$ cat src/rtl/jt51_shbuf_pkg.sv
// Shared types and width helper for the jt51_shbuf circular delay line.
package jt51_shbuf_pkg;

  typedef enum logic {
    CLEAR = 1'b0,
    RUN   = 1'b1
  } shbuf_state_t;

  // Bits needed to hold values 0..n-1 (minimum 1).
  function automatic int unsigned clog2(input int unsigned n);
    int unsigned r;
    r = 1;
    for (int i = 1; i < 32; i++) begin
      if ((32'd1 << i) < n) r = 32'(i) + 32'd1;
    end
    return r;
  endfunction

endpackage

$ cat src/rtl/jt51_shbuf_ram.sv
// Storage for jt51_shbuf: one synchronous write port, two asynchronous reads.
module jt51_shbuf_ram #(
  parameter int unsigned width = 5,
  parameter int unsigned depth = 31,
  parameter int unsigned aw    = 5
) (
  input  logic             clk,
  input  logic             we,
  input  logic [aw-1:0]    waddr,
  input  logic [width-1:0] wdata,
  input  logic [aw-1:0]    raddr_a,
  input  logic [aw-1:0]    raddr_b,
  output logic [width-1:0] rdata_a_c,
  output logic [width-1:0] rdata_b_c
);

  logic [width-1:0] mem [depth];

  always_ff @(posedge clk) begin
    if (we) mem[waddr] <= wdata;
  end

  // Reads return pre-write contents, so a same-cycle write never disturbs them.
  assign rdata_a_c = mem[raddr_a];
  assign rdata_b_c = mem[raddr_b];

endmodule

$ cat src/rtl/jt51_shbuf.sv
// Delay line of `stages` cen ticks on a circular buffer, with a random-access
// tap output and a self-clearing sweep of the storage after reset.
module jt51_shbuf
  import jt51_shbuf_pkg::*;
#(
  parameter int unsigned width  = 5,
  parameter int unsigned stages = 32,
  parameter logic        rstval = 1'b0,
  localparam int unsigned AW    = clog2(stages)
) (
  input  logic             clk,
  input  logic             rst,
  input  logic             cen,
  input  logic [width-1:0] din,
  input  logic [AW-1:0]    tap,
  output logic [width-1:0] drop,
  output logic [width-1:0] tap_q,
  output logic             busy
);

  localparam int unsigned      DEPTH = stages - 1;
  localparam int unsigned      AW1   = AW + 1;
  localparam logic [AW-1:0]    LAST  = AW'(stages - 2);
  localparam logic [width-1:0] RWORD = {width{rstval}};

  shbuf_state_t     state, state_nxt;
  logic [AW-1:0]    wptr, wptr_nxt, wptr_inc;
  logic [AW-1:0]    tap_clamp, raddr;
  logic [AW1-1:0]   back_raw, back;
  logic             we, shift;
  logic [width-1:0] wdata, rd_w, rd_t, tap_sel;

  // Pointer arithmetic: wrap at DEPTH, tap address is (wptr - tap) mod DEPTH.
  always_comb begin
    wptr_inc  = (wptr == LAST) ? '0 : wptr + AW'(1);
    tap_clamp = (32'(tap) >= stages) ? AW'(DEPTH) : tap;
    back_raw  = AW1'(wptr) + AW1'(DEPTH) - AW1'(tap_clamp);
    back      = (back_raw >= AW1'(DEPTH)) ? back_raw - AW1'(DEPTH) : back_raw;
    raddr     = AW'(back);
    tap_sel   = (tap_clamp == '0) ? din : rd_t;
  end

  // Next state, pointer and memory write control.
  always_comb begin
    state_nxt = state;
    wptr_nxt  = wptr;
    we        = 1'b0;
    wdata     = din;
    shift     = 1'b0;
    unique case (state)
      CLEAR: begin
        we       = ~rst;
        wdata    = RWORD;
        wptr_nxt = wptr_inc;
        if (wptr == LAST) state_nxt = RUN;
      end
      RUN: begin
        if (cen) begin
          shift    = ~rst;
          we       = ~rst;
          wptr_nxt = wptr_inc;
        end
      end
      default: state_nxt = CLEAR;
    endcase
  end

  always_ff @(posedge clk) begin
    if (rst) begin
      state <= CLEAR;
      wptr  <= '0;
    end else begin
      state <= state_nxt;
      wptr  <= wptr_nxt;
    end
  end

  always_ff @(posedge clk) begin
    if (rst) begin
      busy  <= 1'b1;
      drop  <= RWORD;
      tap_q <= RWORD;
    end else begin
      busy <= (state_nxt == CLEAR);
      if (shift) begin
        drop  <= rd_w;
        tap_q <= tap_sel;
      end
    end
  end

  jt51_shbuf_ram #(
    .width (width),
    .depth (DEPTH),
    .aw    (AW)
  ) u_ram (
    .clk       (clk),
    .we        (we),
    .waddr     (wptr),
    .wdata     (wdata),
    .raddr_a   (wptr),
    .raddr_b   (raddr),
    .rdata_a_c (rd_w),
    .rdata_b_c (rd_t)
  );

endmodule

$ cat config.mk
export PLATFORM = sky130hd
export DESIGN_NAME = jt51_shbuf
export DESIGN_NICKNAME = d
export VERILOG_FILES = /design/src/rtl/jt51_shbuf_pkg.sv /design/src/rtl/jt51_shbuf_ram.sv /design/src/rtl/jt51_shbuf.sv
export SDC_FILE = /design/constraint.sdc
export NUM_CORES = 1
export LEC_CHECK = 0
export CAP_MARGIN = 15
export CORE_MARGIN = 2
export CORE_UTILIZATION = 62
export CTS_CLUSTER_DIAMETER = 80
export DETAILED_ROUTE_END_ITERATION = 16
export PLACE_DENSITY = 0.8
export SETUP_SLACK_MARGIN = 0.1
export SYNTH_ARGS = -nofsm -noshare
export SYNTH_HDL_FRONTEND = slang
export SYNTH_HIERARCHICAL = 1
export SYNTH_SLANG_ARGS = --single-unit
$ cat constraint.sdc
create_clock -name clk -period 8.4 [get_ports clk]
set_clock_uncertainty 0.15 [all_clocks]
set_input_delay 0.84 -clock clk [delete_from_list [all_inputs] [get_ports clk]]
set_output_delay 0.84 -clock clk [all_outputs]
set_load 0.02 [all_outputs]
## Yosys cells after proc, flatten, opt, wreduce, memory -nomap -nowiden

Memories as Yosys holds them, arrays and structs flattened. A register that Yosys moved wholly into a read port is not among the register bits.
Cells that the tools add are included.

- Flip-flop bits (word level): 12
- Memory bits (writable): 155
- Output and inout port bits: 11
- Memories: 1

- $add $sub $neg: 4
- Magnitude comparators: 1
- Equality and inequality tests: 2
- Multiplexer cells: 13
- Bitwise gates (word level): 3
- Reductions and logical operators: 1

Memories:

| name | words | width | read ports | clocked after memory_dff | wr ports | RTL line | text |
|---|---|---|---|---|---|---|---|
| u_ram.mem | 31 | 5 | 2 | 1 | 1 | jt51_shbuf_ram.sv:17 | `logic [width-1:0] mem [depth];` |

Operators with widths:

| kind | count |
|---|---|
| two-way mux 5 bit | 5 |
| one-hot mux 5 bit (2 select lines) | 1 |
| adder 5 x 5 -> 6 bit, second input constant | 1 |
| >= comparator 6 x 5 -> 1 bit, second input constant | 1 |
| two-way mux 1 bit | 6 |
| subtractor 6 x 5 -> 6 bit | 1 |
| adder 5 x 1 -> 5 bit, second input constant | 1 |
| equality test 5 bit, second input constant | 1 |
| zero test 5 bit | 1 |
| subtractor 5 bit, second input constant | 1 |
| NOT 1 bit | 3 |
| inequality test 2 bit, second input constant | 1 |
| one-hot mux 1 bit (2 select lines) | 1 |

## Longest topological paths before layout

An unclocked memory read counts as a cell.

- Depth in word-level cells: 6
- Gate-level depth with buffers: 17
- Mapped depth without buffers: 14

## By module

The synthesis kept the hierarchy.

By module, submodules not included:

| module | times used | cells each | area an instance (um^2) | sequential area each (um^2) |
|---|---|---|---|---|
| jt51_shbuf_ram | 1 | 474 | 7,631.1 | 4,654.5 |
| jt51_shbuf | 1 | 126 | 1,049.8 | 340.3 |

## Least setup slack after synthesis

No wires, ideal clock.

- Path type: input -> register
- From: in tap[0]
- To: reg tap_q[2]
- Library setup time: 0.086 ns
- Arrival: 4.129 ns
- Data required time: 8.164 ns
- Path slack: 4.035 ns
- Stages: 17
- Buffers on the path: 3
- Path through: inv_1 > ha_1 > fa_1 > a211o_1 > and3_4 > or4_4 > nand2_2 > mux2_4 > buf_2 > buf_2 > buf_2 > mux2i_1 > a22oi_1 > nand4_1 > o211ai_1 > mux2i_1 > a211oi_1

- Longest elaborated chain between the ends: 5
- Elaborated cells on any way between the ends: 7

RTL lines:

| what | RTL line | text |
|---|---|---|
| start, declared | jt51_shbuf.sv:15 | `input logic [AW-1:0] tap,` |
| subtractor 6 x 5 -> 6 bit * | jt51_shbuf.sv:37 | `back_raw = AW1'(wptr) + AW1'(DEPTH) - AW1'(tap_clamp);` |
| subtractor 5 bit / >= comparator 6 x 5 -> 1 bit (equally long branches) | jt51_shbuf.sv:38 | `back = (back_raw >= AW1'(DEPTH)) ? back_raw - AW1'(DEPTH) : back_raw;` |
| two-way mux 5 bit * | jt51_shbuf.sv:38 |  |
| via back[1] | jt51_shbuf.sv:29 | `logic [AW1-1:0] back_raw, back;` |
| memory (31 x 5 bit) * | -- |  |
| via rd_t[2] | jt51_shbuf.sv:31 | `logic [width-1:0] wdata, rd_w, rd_t, tap_sel;` |
| two-way mux 5 bit * | jt51_shbuf.sv:40 | `tap_sel = (tap_clamp == '0) ? din : rd_t;` |
| end signal, assigned | jt51_shbuf.sv:87 | `tap_q <= tap_sel;` |
| end, declared | jt51_shbuf.sv:17 | `output logic [width-1:0] tap_q,` |

Mark *: on every way through the listed nets, which the timed path passes. The rest lies on a longest branch.
A chain may end at the register's enable or synchronous reset.

## Worst setup path after layout

- From: in tap[0]
- To: reg tap_q[4]

Same word-level chain as after synthesis.

==> results.yml <==
floorplanning:
  dieArea_um2: 15000
  die_width_um: 122
  coreArea_um2: 13800
  die_h_um: 122
  pin_count: 24
  rows: 43
  start_util_pct: 63.0
sta:
  finalHoldViolCount: 0
  tns_ns: 0
  finalCriticalPeriod_ns: 4.96
  period_share_pct: 59.1
  max_freq_mhz: 202
  final_max_slew_viol_count: 0
  tightestPinTransition_ns: 1.15
  setup_violations: 0
  slew_headroom_pct: 23.2
  rsz0062_at_grt: "no"
clock_tree:
  ctsRootBufferMaster: "clkbuf_16"
  path_clk_slew_ns: 0.06
  cts.path.max_buffers: 2
  numClockSinks: 172
  hold_buffers: 0
  cts_resized: 0
  cts-buffers-inserted: 17
  htreeDepth: 4
  post-cts-setup-buffers: 0
  clock_latency_ns: 0.44
  cts_tree: "done"
setup_path:
  max_stage_delay_ns: 0.70
  critPathTopFamily: "multiplexers"
  end_kind: "flip-flop"
  cp.arrival_ns: 5.10
  start_kind: "input pin"
  critPathMaxFanout: 54
  critPathBufInv: 2
  r2r_start: "wptr[1]"
  crit_path_top_delay_cell: "mux2_4"
  cp-startpoint: "tap[0]"
  crit_chain: "clkdlybuf4s50_1 > inv_1 > ha_1 > fa_1 > a211o_1 > and3_4 > or4_4 > nand2_2 > mux2_4 > mux4_1 > a22o_1 > a221oi_2 > o211ai_1 > mux2i_1 > a211oi_1"
  criticalPathCategory: "input pin to flip-flop"
  critPathRequiredTime_ns: 8.54
synthesis:
  synth_warnings: 6
  yosys.area.top_type: "edfxtp_1"
  yosysSeqAreaShare_pct: 57.5
  syn_area_per_cell_um2: 14.5
  synth_edf_count: 155
  ys_types: 61
  syn_inst: 600
  synthesis.area_um2: 8680
  synth_top_area_share_pct: 53.6
  synth_seq_cells: 172
  synth.top_cells.by_area: "edfxtp_1 54%, mux4_2 8.6%, mux2i_1 6.6%"
  synth_top_flop_cell: "edfxtp_1"
  syn-num-nets: 622
  async_flop_share_pct: 0
final_layout:
  nFillCells: 882
  mostFrequentLayoutCells: "155 x edfxtp_1, 58 x nor2_1, 57 x mux2i_1, 38 x nand2_1, 33 x mux4_2"
  stdcell_count: 810
  multi_input_area_um2: 3470
  ff_latch_area_um2: 5000
  utilization_pct: 69.8
  final_area_um2: 9610
  final_common_cell: "edfxtp_1"
  syn_to_final_growth_pct: 10.8
  layout-drive-gt1-share_pct: 15.4
  nets: 639
  antennaDiodeCount: 0
placed_design:
  gp_congestion: 0.916
  portBuffers: 23
  dp.final_hpwl_um: 14000
  dp.cells: 776
  placed_cell_area_um2: 9010
global_route:
  overflow: 0
  grt_pass1_wl_um: 32100
  grt_usage_pct: 30.0
  antenna_found_initial: 0
  grt_max_degree: 55
  grt_pass1_vias: 5694
power:
  peakVddDrop_mv: 0.145
  internal-power_mw: 1.48
  combPwrFrac_pct: 17.2
  p_per_area_nw_per_um2: 209
  seqPwrFrac_pct: 46.6
  swShare_pct: 26.2
  clkPwrFrac_pct: 36.2
  p_leak_nw: 3.11
  switching_power_uw: 527
worst_hold_path:
  min_path_type: "flip-flop to flip-flop"
  hp-start: "drop[2]"
route:
  drc: 0
  drtAntennaViolNets: 0
  wirelength_um: 21300
  via_per_inst: 7.14
  dr_total_vias: 5780
  avgRoutedWirePerCell_um: 26.3
  initialDrtViolationCount: 889
  drt_pre_antenna_iters: 6
outcome:
  status: "finished, final reports clean"
flow_run:
  maxCapViolations: 0
cell type report:
cell class	count	share of cell area, %
Sequential cell	172	52.0
Multi-Input combinational cell	386	36.1
Clock buffer	17	4.42
Timing Repair Buffer	32	3.51
Tap cell	180	2.34
Clock inverter	15	1.30
Inverter	8	0.312
state kept, by name (all words and copies together) (netlist names):
name       count
busy           1
tap_q          5
u_ram/mem    155
state          1
wptr           5
drop           5
worst paths after layout:
check / to / slack, ns / cells after the start
setup / recovery: tap_q[4] / 3.44 / 15
hold / removal: drop[2] / 0.32 / 2
setup reg to reg: tap_q[4] / 3.52 / 13
hold reg to reg: drop[2] / 0.32 / 2
power groups by stage:
| stage | Clock [mW] | Sequential [mW] | Combinational, mW |
|---|---|---|---|
| 2_1_floorplan | 0 | 0.948 | 0.267 |
| 3_3_place_gp | 0 | 0.954 | 0.328 |
| 3_5_place_dp | 0 | 0.954 | 0.336 |
| 4_1_cts | 0.732 | 0.936 | 0.338 |
| 5_1_grt | 0.769 | 0.936 | 0.363 |
| 6_report | 0.727 | 0.936 | 0.346 |
synth_stat cells, types with 4 or more instances:
cell and n:
a211oi_1 8, a22o_1 4, edfxtp_1 155, o21ai_0 12, a21oi_1 17, mux2_2 4, inv_1 8, a22oi_1 12
nand2_1 38, nor3b_1 5, xor2_1 4, nor2_1 58, o211ai_1 7, clkbuf_1 11, ha_1 8, or3b_2 4
nand3_1 11, nor2b_1 8, mux2i_1 57, nand4_1 11, and2_1 8, or2_2 5, nand3b_1 7, dfxtp_1 17
o22ai_1 6, buf_2 16, mux4_2 33, mux4_1 16
routing by layer:
layer	global-route usage (%)	wire [µm]	up-vias
met1	38.5	7950	2865
met4	14.5	781	0
met2	48.4	10400	404
met3	7.34	2170	81
met5	0	0	-
li1	-	-	2430
tightest hold or removal path: stages, from the launching register on:
cell	delay [ns]
dfxtp_1	0.31
nand2_1	0.06
a21oi_1	0.05
metrics by stage:
step | total power, mW | setup slack [ns] | hold WS (ns)
after detailed placement | 1.29 | 3.03 | 0.307
after global routing | 2.07 | 3.27 | 0.350
final | 2.01 | 3.44 | 0.318
after CTS | 2.01 | 3.48 | 0.316
after floorplan | 1.22 | 4.04 | 0.384
after global placement | 1.28 | 3.11 | 0.301
kinds of logic (layout without fill, tap and decap cells):
family,after synthesis,in the layout,share of synthesized area [%]
flip-flops,172,172,57.5
adder cells (fa/ha/maj),9,9,1.38
buffers and inverters,42,72,2.62
multiplexers,111,111,20.7
AO/OA/AOI/OAI,87,87,7.15
AND/OR/NAND/NOR,173,173,10.0
XOR/XNOR,6,6,0.605
Note: power is estimated with default switching activity, not from simulation.
